==> src/rtl/prime_pkg.sv <==
// Shared types and constants for the prime server.
// Imported by the FIFO and the server top.
package prime_pkg;

  typedef enum logic [2:0] {
    BOOT,
    ISSUE,
    SETTLE,
    WAIT,
    DONE
  } fstate_t;

  localparam int DEF_DEPTH_LOG = 2;

  function automatic int width_of(input int wlog);
    return 1 << wlog;
  endfunction

endpackage

==> src/rtl/prime_fifo.sv <==
// Small synchronous FIFO for buffered primes.
// The owner guarantees no overflow and no underflow.
module prime_fifo
  import prime_pkg::*;
#(
  parameter int W         = 16,
  parameter int DEPTH_LOG = DEF_DEPTH_LOG
) (
  input  logic               clk,
  input  logic               rst,
  input  logic               push,
  input  logic [W-1:0]       wdata,
  input  logic               pop,
  output logic [W-1:0]       head,
  output logic [DEPTH_LOG:0] count
);

  localparam int DEPTH = 1 << DEPTH_LOG;
  localparam logic [DEPTH_LOG:0] FULL = (DEPTH_LOG + 1)'(DEPTH);

  logic [W-1:0]         mem [DEPTH];
  logic [DEPTH_LOG-1:0] wr_ptr;
  logic [DEPTH_LOG-1:0] rd_ptr;

  assign head = mem[rd_ptr];

  always_ff @(posedge clk) begin
    if (push) mem[wr_ptr] <= wdata;
  end

  always_ff @(posedge clk) begin
    if (rst) begin
      wr_ptr <= '0;
      rd_ptr <= '0;
      count  <= '0;
    end else begin
      if (push) wr_ptr <= wr_ptr + 1'b1;
      if (pop)  rd_ptr <= rd_ptr + 1'b1;
      unique case ({push, pop})
        2'b10:   count <= count + 1'b1;
        2'b01:   count <= count - 1'b1;
        default: count <= count;
      endcase
    end
  end

  a_no_overflow: assert property (
    @(posedge clk) disable iff (rst)
    !(push && !pop && count == FULL));

  a_no_underflow: assert property (
    @(posedge clk) disable iff (rst)
    !(pop && count == '0));

endmodule

==> src/rtl/prime_server.sv <==
// Drives primogen to pre-fill a FIFO and shares
// buffered primes among consumers round-robin.
module prime_server
  import prime_pkg::*;
#(
  parameter int WIDTH_LOG = 4,
  parameter int DEPTH_LOG = DEF_DEPTH_LOG,
  parameter int NREQ      = 2,
  localparam int W        = width_of(WIDTH_LOG)
) (
  input  logic               clk,
  input  logic               rst,
  output logic               pg_go,
  input  logic               pg_ready,
  input  logic               pg_error,
  input  logic [W-1:0]       pg_res,
  input  logic [NREQ-1:0]    req,
  output logic [NREQ-1:0]    gnt,
  output logic [W-1:0]       data,
  output logic [DEPTH_LOG:0] level,
  output logic               exhausted
);

  localparam int DEPTH = 1 << DEPTH_LOG;
  localparam int PW    = $clog2(NREQ);
  localparam logic [DEPTH_LOG:0] FULL = (DEPTH_LOG + 1)'(DEPTH);

  fstate_t         fstate;
  logic [PW-1:0]   rr_ptr;
  logic [PW-1:0]   win;
  logic [NREQ-1:0] elig;
  logic [W-1:0]    head;
  logic            push;
  logic            pop;

  // First eligible index at or after p, wrapping.
  function automatic logic [PW-1:0] rr_pick(
    input logic [NREQ-1:0] e,
    input logic [PW-1:0]   p
  );
    logic found;
    int   idx;
    rr_pick = p;
    found   = 1'b0;
    for (int k = 0; k < NREQ; k++) begin
      idx = (int'(p) + k) % NREQ;
      if (!found && e[PW'(idx)]) begin
        rr_pick = PW'(idx);
        found   = 1'b1;
      end
    end
  endfunction

  assign elig = req & ~gnt;
  assign pop  = (level != '0) && (elig != '0);
  assign win  = rr_pick(elig, rr_ptr);
  assign push = (fstate == WAIT) && pg_ready && !pg_error;

  prime_fifo #(
    .W         (W),
    .DEPTH_LOG (DEPTH_LOG)
  ) u_fifo (
    .clk   (clk),
    .rst   (rst),
    .push  (push),
    .wdata (pg_res),
    .pop   (pop),
    .head  (head),
    .count (level)
  );

  always_ff @(posedge clk) begin
    if (rst) begin
      fstate <= BOOT;
      pg_go  <= 1'b0;
    end else begin
      pg_go <= 1'b0;
      unique case (fstate)
        BOOT: begin
          if (pg_ready && !pg_error) fstate <= ISSUE;
        end
        ISSUE: begin
          if (level < FULL) begin
            pg_go  <= 1'b1;
            fstate <= SETTLE;
          end
        end
        SETTLE: begin
          fstate <= WAIT;
        end
        WAIT: begin
          if (pg_ready) fstate <= pg_error ? DONE : ISSUE;
        end
        DONE: begin
          fstate <= DONE;
        end
        default: begin
          fstate <= BOOT;
        end
      endcase
    end
  end

  always_ff @(posedge clk) begin
    if (rst) begin
      gnt       <= '0;
      data      <= '0;
      rr_ptr    <= '0;
      exhausted <= 1'b0;
    end else begin
      exhausted <= (fstate == DONE) && (level == '0);
      if (pop) begin
        gnt    <= NREQ'(1) << win;
        data   <= head;
        rr_ptr <= (win == PW'(NREQ - 1)) ? '0 : win + 1'b1;
      end else begin
        gnt <= '0;
      end
    end
  end

endmodule

==> config.mk <==
export PLATFORM = sky130hd
export DESIGN_NAME = prime_server
export DESIGN_NICKNAME = d
export VERILOG_FILES = /design/src/rtl/prime_pkg.sv /design/src/rtl/prime_fifo.sv /design/src/rtl/prime_server.sv
export SDC_FILE = /design/constraint.sdc
export NUM_CORES = 1
export LEC_CHECK = 0
export ABC_AREA = 0
export CELL_PAD_IN_SITES_DETAIL_PLACEMENT = 0
export CELL_PAD_IN_SITES_GLOBAL_PLACEMENT = 1
export CORE_MARGIN = 2
export CORE_UTILIZATION = 52
export DETAILED_ROUTE_END_ITERATION = 8
export DONT_BUFFER_PORTS = 1
export GPL_TIMING_DRIVEN = 0
export PLACE_DENSITY = 0.83
export SETUP_SLACK_MARGIN = 0.15
export SYNTH_ARGS = -nofsm -noshare
export SYNTH_HDL_FRONTEND = slang
export SYNTH_HIERARCHICAL = 1
export SYNTH_SLANG_ARGS = --single-unit
==> constraint.sdc <==
create_clock -name clk -period 3.75 [get_ports clk]
set_input_delay 0.75 -clock clk [delete_from_list [all_inputs] [get_ports clk]]
set_output_delay 0.75 -clock clk [all_outputs]
set_load 0.02 [all_outputs]
# Yosys cells after proc, flatten, opt, wreduce, memory -nomap -nowiden
# Memory sizes are Yosys's and may differ from the RTL's. A register that Yosys moved wholly into a read port is not among the register bits.
# Index checks and enable logic that the tools add are counted.
dict set report word_totals {
  output_inout_bits 23
  regBits 15
  n_memories 1
  input_bits 22
  ram_bits 64
}
# name depth word_bits rd rd_ports_with_merged_regs write_ports line_no
set memory_table {}
lappend memory_table {u_fifo.mem 4 16 1 1 1 prime_fifo.sv:21} ;# logic [W-1:0] mem [DEPTH];
dict set report classes {
  mux 16
  n_addsub 6
  n_reduce_logical 16
  n_shift 1
  eq_ne 9
  magnitude_cmp 3
  n_bitwise 4
}
# cell n
set op_table {}
lappend op_table {{$pmux W3 S5} 1}
lappend op_table {{$mux W3} 4}
lappend op_table {{$mux W1} 10}
lappend op_table {{$eq A3 B2 Y1 const B} 2}
lappend op_table {{$logic_and A1 B1 Y1} 6}
lappend op_table {{$logic_not A3 Y1} 2}
lappend op_table {{$lt A1 B3 Y1 const B} 2}
lappend op_table {{$ne A2 B2 Y1 const B} 3}
lappend op_table {{$pmux W3 S2} 1}
lappend op_table {{$add A2 B1 Y2 const B} 2}
lappend op_table {{$reduce_bool A2 Y1} 2}
lappend op_table {{$reduce_or A2 Y1} 2}
lappend op_table {{$add A3 B1 Y3 const B} 1}
lappend op_table {{$eq A3 B1 Y1 const B} 1}
lappend op_table {{$eq A3 B3 Y1 const B} 1}
lappend op_table {{$lt A3 B3 Y1 const B} 1}
lappend op_table {{$reduce_and A3 Y1} 1}
lappend op_table {{$reduce_bool A3 Y1} 1}
lappend op_table {{$sub A3 B1 Y3 const B} 1}
lappend op_table {{$add A1 B1 Y1 const B} 2}
lappend op_table {{$and A2 B2 Y2} 1}
lappend op_table {{$eq A2 B1 Y1 const B} 1}
lappend op_table {{$eq A2 B2 Y1 const B} 1}
lappend op_table {{$logic_not A1 Y1} 2}
lappend op_table {{3 further kinds} 4}

# Longest topological paths before layout
dict set report depth {
  word_depth 10
  mapped_depth 8
  depth_no_buf 8
}

# Cells and area by module
# Netlist, hierarchy kept.
# mod area_per_inst_um2 cells_each instances seq_area_each_um2
set modules_own_cells {}
lappend modules_own_cells {prime_fifo 2758.9 125 1 2102.0}
lappend modules_own_cells {prime_server 1061.0 108 1 480.5}

# Worst setup path before layout
# Ideal clock, no wire load.
dict set report synth_path {
  path_type {in2reg}
  from {input pg_ready}
  to {register u_fifo.count[2]}
  setup_ns 0.070
  slack_ns 0.918
  n_path_buf 0
  path_stages 8
  arrival_ns 2.762
  path_cell_list {nand2_1 > nor4b_1 > inv_1 > ha_1 > fa_1 > xnor2_1 > or3_1 > a21oi_1}
}
dict set report synth_via {
  elab_chain_cells 4
}
# element line_no
set synth_rtl {}
lappend synth_rtl {{start: declaration} prime_server.sv:14} ;# input logic pg_ready,
lappend synth_rtl {{$logic_and A1 B1 Y1 * (2 in series)} prime_server.sv:57} ;# assign push = (fstate == WAIT) && pg_ready && !pg_error;
lappend synth_rtl {{net push} prime_server.sv:33} ;# logic push;
lappend synth_rtl {{$eq A2 B1 Y1 / $eq A2 B2 Y1 (equally long branches)} prime_fifo.sv:39} ;# unique case ({push, pop})
lappend synth_rtl {{$pmux W3 S2 / $reduce_bool A2 Y1 (equally long branches)} n/a}
lappend synth_rtl {{end signal: assignment} prime_fifo.sv:40} ;# 2'b10: count <= count + 1'b1;
lappend synth_rtl {{end signal: assignment} prime_fifo.sv:41} ;# 2'b01: count <= count - 1'b1;
lappend synth_rtl {{end signal: assignment} prime_fifo.sv:42} ;# default: count <= count;
lappend synth_rtl {{end: declaration} prime_fifo.sv:15} ;# output logic [DEPTH_LOG:0] count
# The timed path passes the listed nets; every way through them passes the cells marked *.
# A chain may end at the register's enable or synchronous reset.

# Worst setup path in the final report
dict set report layout_path {
  from {register fstate[0]}
  to {register u_fifo.count[2]}
}
dict set report layout_via {
  elab_chain_cells 5
}
# element line_no
set layout_rtl {}
lappend layout_rtl {{start: declaration} prime_server.sv:28} ;# fstate_t fstate;
lappend layout_rtl {{start signal: assignment} prime_server.sv:92} ;# if (pg_ready) fstate <= pg_error ? DONE : ISSUE;
lappend layout_rtl {{$eq A3 B2 Y1 *} prime_server.sv:57}
lappend layout_rtl {{$logic_and A1 B1 Y1 * (2 in series)} prime_server.sv:57}
lappend layout_rtl {{net push} prime_server.sv:33}
lappend layout_rtl {{$eq A2 B1 Y1 / $eq A2 B2 Y1 (equally long branches)} prime_fifo.sv:39}
lappend layout_rtl {{$pmux W3 S2 / $reduce_bool A2 Y1 (equally long branches)} n/a}
# Marked as above.

==> results_dict.tcl <==
set metrics [dict create \
    syn_to_final_growth_pct 8.55 \
    grt_remaining_overflow 0 \
    wl_per_cell_um 17.8 \
    period_needed_ps 2930 \
    die-area_sq_um 8050 \
    synthFlopType "edfxtp_1" \
    cts_buffer_depth 2 \
    place.gp.congestion 0.743 \
    diodes 0 \
    synth_edf_count 64 \
    dieWidth_um 89.7 \
    fin_skew_ps 9.93 \
    status "finished clean" \
    async_reset_ff_frac 0 \
    synthCells 233 \
    cts_root_buf "clkbuf_8" \
    hold_viol 0 \
    synth_cell_types 33 \
    critPathArrivalTime_ps 3220 \
    post_dp_cell_area_sq_um 3940 \
    synth_area_sq_um 3820 \
    hold_path_class "in -> reg" \
    wl_mm 6.18 \
    ant_nets 0 \
    rsz0062_at_grt "false" \
    synth_area_per_cell_sq_um 16.4 \
    ir_drop_uv 191 \
    io_buffers 0 \
    tns_ps 0 \
    grt_pass1_wl_mm 9.98 \
    mostFrequentLayoutCells "edfxtp_1, nand2b_1, dfxtp_1, mux2i_1" \
    stdcell_area_sq_um 4150 \
    path_max_fanout 7 \
    worst_pin_slew_ps 1180 \
    worst_ep_required_time_ps 4050 \
    p_per_area_nw_per_um2 481 \
    cts.reportedPaths.clkPinSlew_ps 100 \
    max_freq_ghz 0.342 \
    clock_sinks 97 \
    grtUsageTotal 0.167 \
    path_cells "nand2_1 -> nor4b_1 -> inv_1 -> ha_1 -> fa_1 -> xnor2_1 -> or3_1 -> a21oi_1" \
    drtPass1Iterations 4 \
    std_cell_rows 31 \
    relSlewSlack 0.201 \
    cts_buffers 9 \
    synth_nets 261 \
    setup_violations 0 \
    post-dp-hpwl_mm 4.13 \
    ys_seq_elements 97 \
    core_sq_um 7180 \
    post_cts_buffers 0 \
    startpoint_type "flip-flop" \
    path_class "reg -> reg" \
    critical-path-slowest-cell "nor4b_1" \
    vias 1850 \
    vias_per_cell 5.32 \
    max_stage_delay_ps 960 \
    grt_pass1_vias 1851 \
    final_common_cell "edfxtp_1" \
    ys_seq_area_frac 0.676 \
    initial_core_util 0.532 \
    holdBufCountCts 0 \
    dr.first_iter.drc_count 141 \
    ios 45 \
    antenna_found_initial 0 \
    clock_latency_ps 360 \
    h-tree-depth 3 \
    leakage_nw 1.34 \
    cts_resized 0 \
    slew_viol_final 0 \
    cts_tree "done" \
    max_cap_violations 0 \
    drcViolationCount 0 \
    period_share 0.780 \
    die_h_um 89.7 \
    ys.warnings.count 6 \
    finalNetCount 272 \
    drive_gt1_frac 0.133 \
    endpoint_kind "flip-flop" \
    grt_max_degree 18 \
]
[registers in the layout, summed over array words and instances, names as in the netlist, named ones only]
register,flops
u_fifo/mem,64
rr_ptr,1
exhausted,1
gnt,2
u_fifo/count,3
fstate,3
u_fifo/wr_ptr,2
u_fifo/rd_ptr,2
data,16
pg_go,1
[cells in the mapped netlist, types with 2 or more instances]
library cell	n	area share
a21oi_1	2	0.0026
and2_1	5	0.0082
buf_2	4	0.0052
buf_6	2	0.0059
clkbuf_1	5	0.0049
dfxtp_1	33	0.17
edfxtp_1	64	0.50
ha_1	5	0.016
inv_1	4	0.0039
mux2i_1	18	0.047
mux4_1	6	0.041
mux4_2	10	0.059
nand2_1	3	0.0029
nand2b_1	34	0.056
nor2_1	10	0.0098
nor2b_1	2	0.0033
nor3_1	3	0.0039
nor3b_1	2	0.0039
o21ai_0	3	0.0039
or3_1	2	0.0033
xnor2_1	3	0.0069
xor2_1	2	0.0046
[layout make-up]
| class | count | area, sq um |
|---|---|---|
| Buffer | 12 | 81.3 |
| Clock buffer | 9 | 124 |
| Clock inverter | 7 | 78.8 |
| Fill cell | 582 | 3030 |
| Inverter | 4 | 15.0 |
| Multi-Input combinational cell | 120 | 1140 |
| Sequential cell | 97 | 2580 |
| Tap cell | 99 | 124 |
[stage by stage]
| step | util | power, mW | worst slack [ps] | hold WS (ps) | std cells |
|---|---|---|---|---|---|
| 6_report | 0.578 | 1.99 | 825 | 473 | 348 |
| 5_1_grt | 0.578 | 2.07 | 608 | 448 | 348 |
| 4_1_cts | 0.578 | 2.02 | 789 | 455 | 348 |
| 3_5_place_dp | 0.550 | 1.34 | 522 | 509 | 332 |
| 3_3_place_gp | 0.550 | 1.33 | 587 | 506 | 332 |
| 2_1_floorplan | - | 1.31 | 918 | 484 | 233 |
[per-layer routing]
metal  up-vias  part of all wire  global-route usage
li1        882                 -                   -
met1       913              0.46               0.217
met2        45              0.45               0.253
met3        10             0.066              0.0570
met4         0             0.024              0.0885
met5         -                 0                   0
[power breakdown]
part	internal [mW]	total [mW]	switching, mW
Combinational	0.0657	0.124	0.0583
Clock	0.315	0.685	0.370
Sequential	1.16	1.19	0.0294
Total	1.54	1.99	0.457
[worst max-delay path: cells and delay by family, from the launching register on]
family / cells / cell delay (ps)
xor gates and xnor gates: 1 / 150
buffers and inverters: 1 / 110
and+or+nand+nor: 3 / 1370
adders and majority gates: 2 / 660
DFF: 1 / 440
AOI/OAI and AO/OA: 1 / 140
[path summary, 6_finish.rpt]
kind / from / endpoint / slack, ps / cells after the start
worst max-delay path: fstate[0]$_SDFFE_PP0P_ / u_fifo/count[2]$_SDFFE_PP0P_ / 820 / 8
worst min register to register: rr_ptr$_SDFFE_PP0P_ / gnt[1]$_SDFF_PP0_ / 530 / 1
worst min-delay path: pg_res[2] / u_fifo/mem[1][2]$_DFFE_PP_ / 470 / 0
worst max register to register: fstate[0]$_SDFFE_PP0P_ / u_fifo/count[2]$_SDFFE_PP0P_ / 820 / 8
[logic make-up (layout without fill, tap and decap cells)]
kind of cell | Yosys count | in the layout | share of synthesized area
DFF | 97 | 97 | 0.676
and+or+nand+nor | 65 | 65 | 0.0992
muxes | 35 | 35 | 0.151
buffers and inverters | 16 | 32 | 0.0252
AOI/OAI and AO/OA | 9 | 9 | 0.0151
adders and majority gates | 6 | 6 | 0.0216
xor gates and xnor gates | 5 | 5 | 0.0115
No activity file was read; power rests on OpenSTA's default activity.
==> patch 1 (same flow settings) <==
Re-encode `fstate_t` (5 states) as one-hot, 5 bits wide.
--- a/src/rtl/prime_pkg.sv
+++ b/src/rtl/prime_pkg.sv
@@ -2,12 +2,12 @@
 // Imported by the FIFO and the server top.
 package prime_pkg;
 
-  typedef enum logic [2:0] {
-    BOOT,
-    ISSUE,
-    SETTLE,
-    WAIT,
-    DONE
+  typedef enum logic [4:0] {
+    BOOT   = 5'b00001,
+    ISSUE  = 5'b00010,
+    SETTLE = 5'b00100,
+    WAIT   = 5'b01000,
+    DONE   = 5'b10000
   } fstate_t;
 
   localparam int DEF_DEPTH_LOG = 2;
Formal check against the unedited RTL: same outputs for any inputs over 10 cycles, from zero or initial values and one cycle with rst high; not proved beyond that.
==> patch 1 against the unedited design <==
- final area down 0.36%
- register-to-register slack better by 0.66 ns
- wire length down 2.2%
- synthesized area about the same
- sequential share of layout area up 1.2 points
- worst setup slack better by 0.59 ns
- first-iteration DRC count down 65%
- critical path depth up 2
- critical path type is now in2reg
- fmax up 25%
- sequential cell count up 2
Power is not compared: it rests on default switching activity, and its combinational part moved more than twofold at a synthesized area within 25%.
==> patch 1: results (changes against the unedited design) <==
Cells and area
  • N_diodes: 0 (unchanged)
  • Filler cells: 586 (was 582)
  • Proportion of layout cells with a drive suffix above 1: 0.155 (was 0.133)
  • Biggest regs: u_fifo/mem: 64 flops, data: 16 flops, fstate: 5 flops (was u_fifo/mem: 64 flops, data: 16 flops)
  • NumNets Final: 268 (was 272)

Logic synthesis
  • Synth Area in XOR/XNOR: 0.0161 (was 0.0115)
  • Synth warn: 6 (unchanged)
  • Synth top area cells: edfxtp_1, dfxtp_1, mux4_2 (unchanged)
  • Netlist cell types: 40 (was 33)
  • Synth Area in Compound Gates: 0.0200 (was 0.0151)
  • Ys flop type: edfxtp_1 (unchanged)
  • Mapped Nets: 257 (was 261)
  • Post-Synth Adder-Cell Area: 0.0216 (about the same)
  • Seq/Total Area, Yosys: 0.687 (was 0.676)
  • Top cells by count, synth: edfxtp_1, dfxtp_1, nor2_1 (was edfxtp_1, nand2b_1, dfxtp_1)
  • EDFF count, synth: 64 (unchanged)
  • Fraction of registers with async set/reset: 0 (unchanged)
  • Post-synthesis cell count: 229 (was 233)
  • Post-synthesis mux area share: 0.148 (was 0.151)

Setup path
  • Slowest cell on the critical path: fa_1 (was nor4b_1)
  • Slowest stage delay, CP: 0.38 ns (was 0.96 ns)
  • Arr. time, crit path: 2.65 ns (was 3.22 ns)
  • CP Max Fanout: 7 (unchanged)

Min path
  • Hold WC Path Type: in2reg (unchanged)

Clock tree
  • Root Buffer Master: clkbuf_8 (unchanged)
  • Clk buf depth: 2 (unchanged)
  • Reg clk slew, reported paths: 0.10 ns (about the same)
  • Post-cts sizing count: 0 (unchanged)
  • CTS Buf Count: 9 (unchanged)
  • Post-CTS Setup Inserts: 0 (unchanged)
  • Worst-skew pair later-pin latency: 0.37 ns
  • CTS HTree Levels: 3 (unchanged)

Detailed routing
  • Router iterations before antenna repair: 4 (unchanged)
  • DRT iter0 DRCs: 49 (was 141)
  • Routed len/inst: 17.6 µm (was 17.8 µm)
  • Final wirelength: 6.05 mm (was 6.18 mm)
  • Via count: 1868 (was 1850)

Power and ir drop
  • P_leak: 1.36 nW
  • Worst vdd ir: 301 µV
  • Switching pwr: 0.615 mW

Global routing
  • All-Layer GR Usage: 0.164 (was 0.167)
  • Initial antenna violation count: 0 (unchanged)
  • First-pass GRT wire length: 9.21 mm (was 9.98 mm)
  • Largest net degree at the start of global routing: 19 (was 18)
  • Vias in the first global route: 1804 (was 1851)

Timing
  • Max Clock Skew: 0.0143 ns (was 0.00993 ns)
  • Worst slew pin tran: 0.919 ns (was 1.18 ns)

Outcome
  • Outcome: finished, final reports clean (unchanged)

Placement
  • PortBufs: 0 (unchanged)
  • Placed wire-length estimate: 3.96 mm (was 4.13 mm)
  • Post-Place Cells: 328 (was 332)
  • Global placer's final weighted congestion: 0.804 (was 0.743)
-- patch 1: cell count changes after synthesis, sizes merged, moves of 2 or more --
cell / before / now
nand2b: 34 / 5
and4b: 0 / 2
and3: 0 / 2
clkbuf: 5 / 2
dfxtp: 33 / 35
a21boi: 2 / 0
o21ai: 3 / 5
nor2: 10 / 30
xnor2: 3 / 5
-- patch 1: logic make-up (layout without fill, tap and decap cells) --
kind of cell | count (synthesis) | after routing
mux | 34 | 34
fa+ha+maj | 6 | 6
flops | 99 | 99
buf+inv | 15 | 31
simple gates | 57 | 57
compound gates | 11 | 11
xor+xnor | 7 | 7
-- patch 1: power groups by stage --
stage	sequential, mW	combinational (mW)	clock (mW)
3_3_place_gp	1.32	0.326	0
5_1_grt	1.31	0.362	0.718
4_1_cts	1.30	0.334	0.669
3_5_place_dp	1.32	0.333	0
2_1_floorplan	1.31	0.284	0
6_report	1.30	0.328	0.653
-- patch 1: worst max-delay path: cells and delay by family --
family,cells,cell delay (ns)
adder cells (fa/ha/maj),2,0.61
AO/OA/AOI/OAI,1,0.14
AND/OR/NAND/NOR,4,0.75
buffers and inverters,2,0.27
XOR/XNOR,1,0.14
-- patch 1: through the flow --
step / power [mW] / cell area (µm²) / setup WS (ns) / hold slack, ns / utilization
3_3_place_gp: 1.65 / 3940 / 1.05 / 0.448 / 0.549
2_1_floorplan: 1.60 / 3820 / 1.19 / 0.435 / -
6_report: 2.28 / 4130 / 1.41 / 0.463 / 0.576
3_5_place_dp: 1.66 / 3940 / 1.03 / 0.457 / 0.549
4_1_cts: 2.30 / 4130 / 1.42 / 0.455 / 0.576
5_1_grt: 2.39 / 4130 / 1.27 / 0.435 / 0.576
-- patch 1: area by class of cell --
cell class | count | share of cell area
Multi-Input combinational cell | 115 | 0.262
Clock buffer | 10 | 0.0333
Sequential cell | 99 | 0.635
Clock inverter | 6 | 0.0130
Buffer | 10 | 0.0221
Inverter | 5 | 0.00454
Tap cell | 99 | 0.0300
-- patch 1: worst paths after layout --
| path | start | end | slack, ns | cells past startpoint |
|---|---|---|---|---|
| worst max-delay path | pg_error | u_fifo/count[2]$_SDFFE_PP0P_ | 1.41 | 10 |
| worst min register to register | rr_ptr$_SDFFE_PP0P_ | gnt[0]$_SDFF_PP0_ | 0.47 | 1 |
| worst max register to register | fstate[1]$_SDFFE_PP0P_ | u_fifo/count[2]$_SDFFE_PP0P_ | 1.48 | 10 |
| worst min-delay path | pg_res[1] | u_fifo/mem[0][1]$_DFFE_PP_ | 0.46 | 0 |
-- patch 1: routing by layer --
metal / GRT usage / vias to the layer above / part of all wire
met5: 0 / - / 0
met4: 0.0773 / 0 / 0.017
met3: 0.0676 / 9 / 0.069
met2: 0.263 / 46 / 0.50
met1: 0.194 / 927 / 0.42
li1: - / 886 / -
==> patch 2 (same settings) <==
Made on the original files. `WIDTH_LOG`: 4 -> 6.
--- a/src/rtl/prime_server.sv
+++ b/src/rtl/prime_server.sv
@@ -3,7 +3,7 @@
 module prime_server
   import prime_pkg::*;
 #(
-  parameter int WIDTH_LOG = 4,
+  parameter int WIDTH_LOG = 6,
   parameter int DEPTH_LOG = DEF_DEPTH_LOG,
   parameter int NREQ      = 2,
   localparam int W        = width_of(WIDTH_LOG)
Interface: changed (resized data and pg_res); port bits go from 45 to 141. No check against the original RTL was run, so the function may have changed too.
==> patch 2 against the unedited design <==
- non-clock buffer count rose by 32
- final area rose to 3.5 times the old value
- power rose to 4.0 times the old value
- sequential cell count rose by 240
- synthesized area rose to 3.4 times the old value
- wire length increased to 3.9 times the old value
- worst setup slack worse by 0.0096 ns
- critical path depth is 2 higher
- clock power grew to 4.9 times the old value
- largest cell class unchanged
- largest power group unchanged
==> patch 2: results (changes against the unedited design) <==
Outcome
  • Outcome: finished, final reports clean (unchanged)

Setup path
  • Slowest cell on the critical path: dfxtp_1 (was nor4b_1)
  • CP delay by family, top: simple AND/OR/NAND/NOR gates (unchanged)
  • Worst reg2reg path depth: 10 (was 8)
  • FF-to-FF Start: u_fifo/count[2]$_SDFFE_PP0P_ (was fstate[0]$_SDFFE_PP0P_)
  • CP Max Fanout: 12 (was 7)
  • Arr. time, crit path: 3.36 ns (was 3.22 ns)

Global routing
  • Vias in the first global route: 6607 (was 1851)
  • Largest net degree at the start of global routing: 36 (was 18)
  • All-Layer GR Usage: 0.189 (was 0.167)

Cells and area
  • Bufs w/o clock: 44 (was 12)
  • #MultiIn Comb: 313 (was 120)
  • Seq area share: 0.640 (was 0.623)
  • Layout clock buffer count: 51 (was 9)
  • Non-clock inverters: 3 (was 4)
  • Biggest regs: u_fifo/mem: 256 flops, data: 64 flops (was u_fifo/mem: 64 flops, data: 16 flops)
  • Non-clk buf share: 0.0256 (was 0.0196)
  • Clk tree area frac: 0.0788 (was 0.0489)
  • Seq cells: 337 (was 97)
  • NumNets Final: 811 (was 272)
  • Multi-input logic area: 0.00331 mm² (was 0.00114 mm²)

Power and ir drop
  • Worst vdd ir: 410 µV (was 191 µV)
  • P_leak: 4.58 nW (was 1.34 nW)
  • Comb. pwr: 0.384 mW (was 0.124 mW)
  • Clock group share of total power: 0.425 (was 0.343)
  • Comb pwr share: 0.049 (was 0.062)
  • Switching pwr: 1.61 mW (was 0.457 mW)

Timing
  • Slew HR: 0.451 (was 0.201)
  • Max Clock Skew: 0.0154 ns (was 0.00993 ns)

Logic synthesis
  • Mapped Nets: 769 (was 261)
  • Top cells by count, synth: edfxtp_1, nand2b_1, dfxtp_1 (unchanged)
  • EDFF count, synth: 256 (was 64)

Clock tree
  • Clk buf depth: 3 (was 2)
  • CTS HTree Levels: 2 (was 3)
  • Worst-skew pair later-pin latency: 0.51 ns (was 0.36 ns)
  • CTS Buf Count: 36 (was 9)
  • Root Buffer Master: clkbuf_16 (was clkbuf_8)

Detailed routing
  • Via count: 5989 (was 1850)
  • DRT iter0 DRCs: 350 (was 141)
  • Final wirelength: 24.1 mm (was 6.18 mm)

Placement
  • Global placer's final weighted congestion: 0.764 (was 0.743)

Min path
  • Hold wc startpoint: pg_res[62] (was pg_res[2])
-- patch 2: per-layer routing --
metal	part of all wire	vias to the layer above	global-route usage
met5	0	-	0
met2	0.52	169	0.327
li1	-	2717	-
met3	0.076	42	0.0580
met4	0.019	0	0.0572
met1	0.39	3061	0.229
-- patch 2: metrics by stage --
stage                     std cells  setup slack (ns)  cell area, µm²  utilization  hold WS [ns]
after global routing           1087             0.720           14600        0.598         0.311
after detailed placement       1021             0.798           13400        0.551         0.513
after floorplan                 693             0.573           12900            -         0.484
after global placement         1017            -0.680           13300        0.548         0.506
final                          1087             0.815           14600        0.598         0.334
after CTS                      1087             0.781           14600        0.598         0.308
-- patch 2: kinds of logic after synthesis --
family,after synthesis,share of synthesized area
AOI/OAI and AO/OA,8,0.00388
and+or+nand+nor,163,0.0769
DFF,337,0.721
xor gates and xnor gates,5,0.00339
adders and majority gates,6,0.00640
buffers and inverters,43,0.0236
muxes,131,0.165
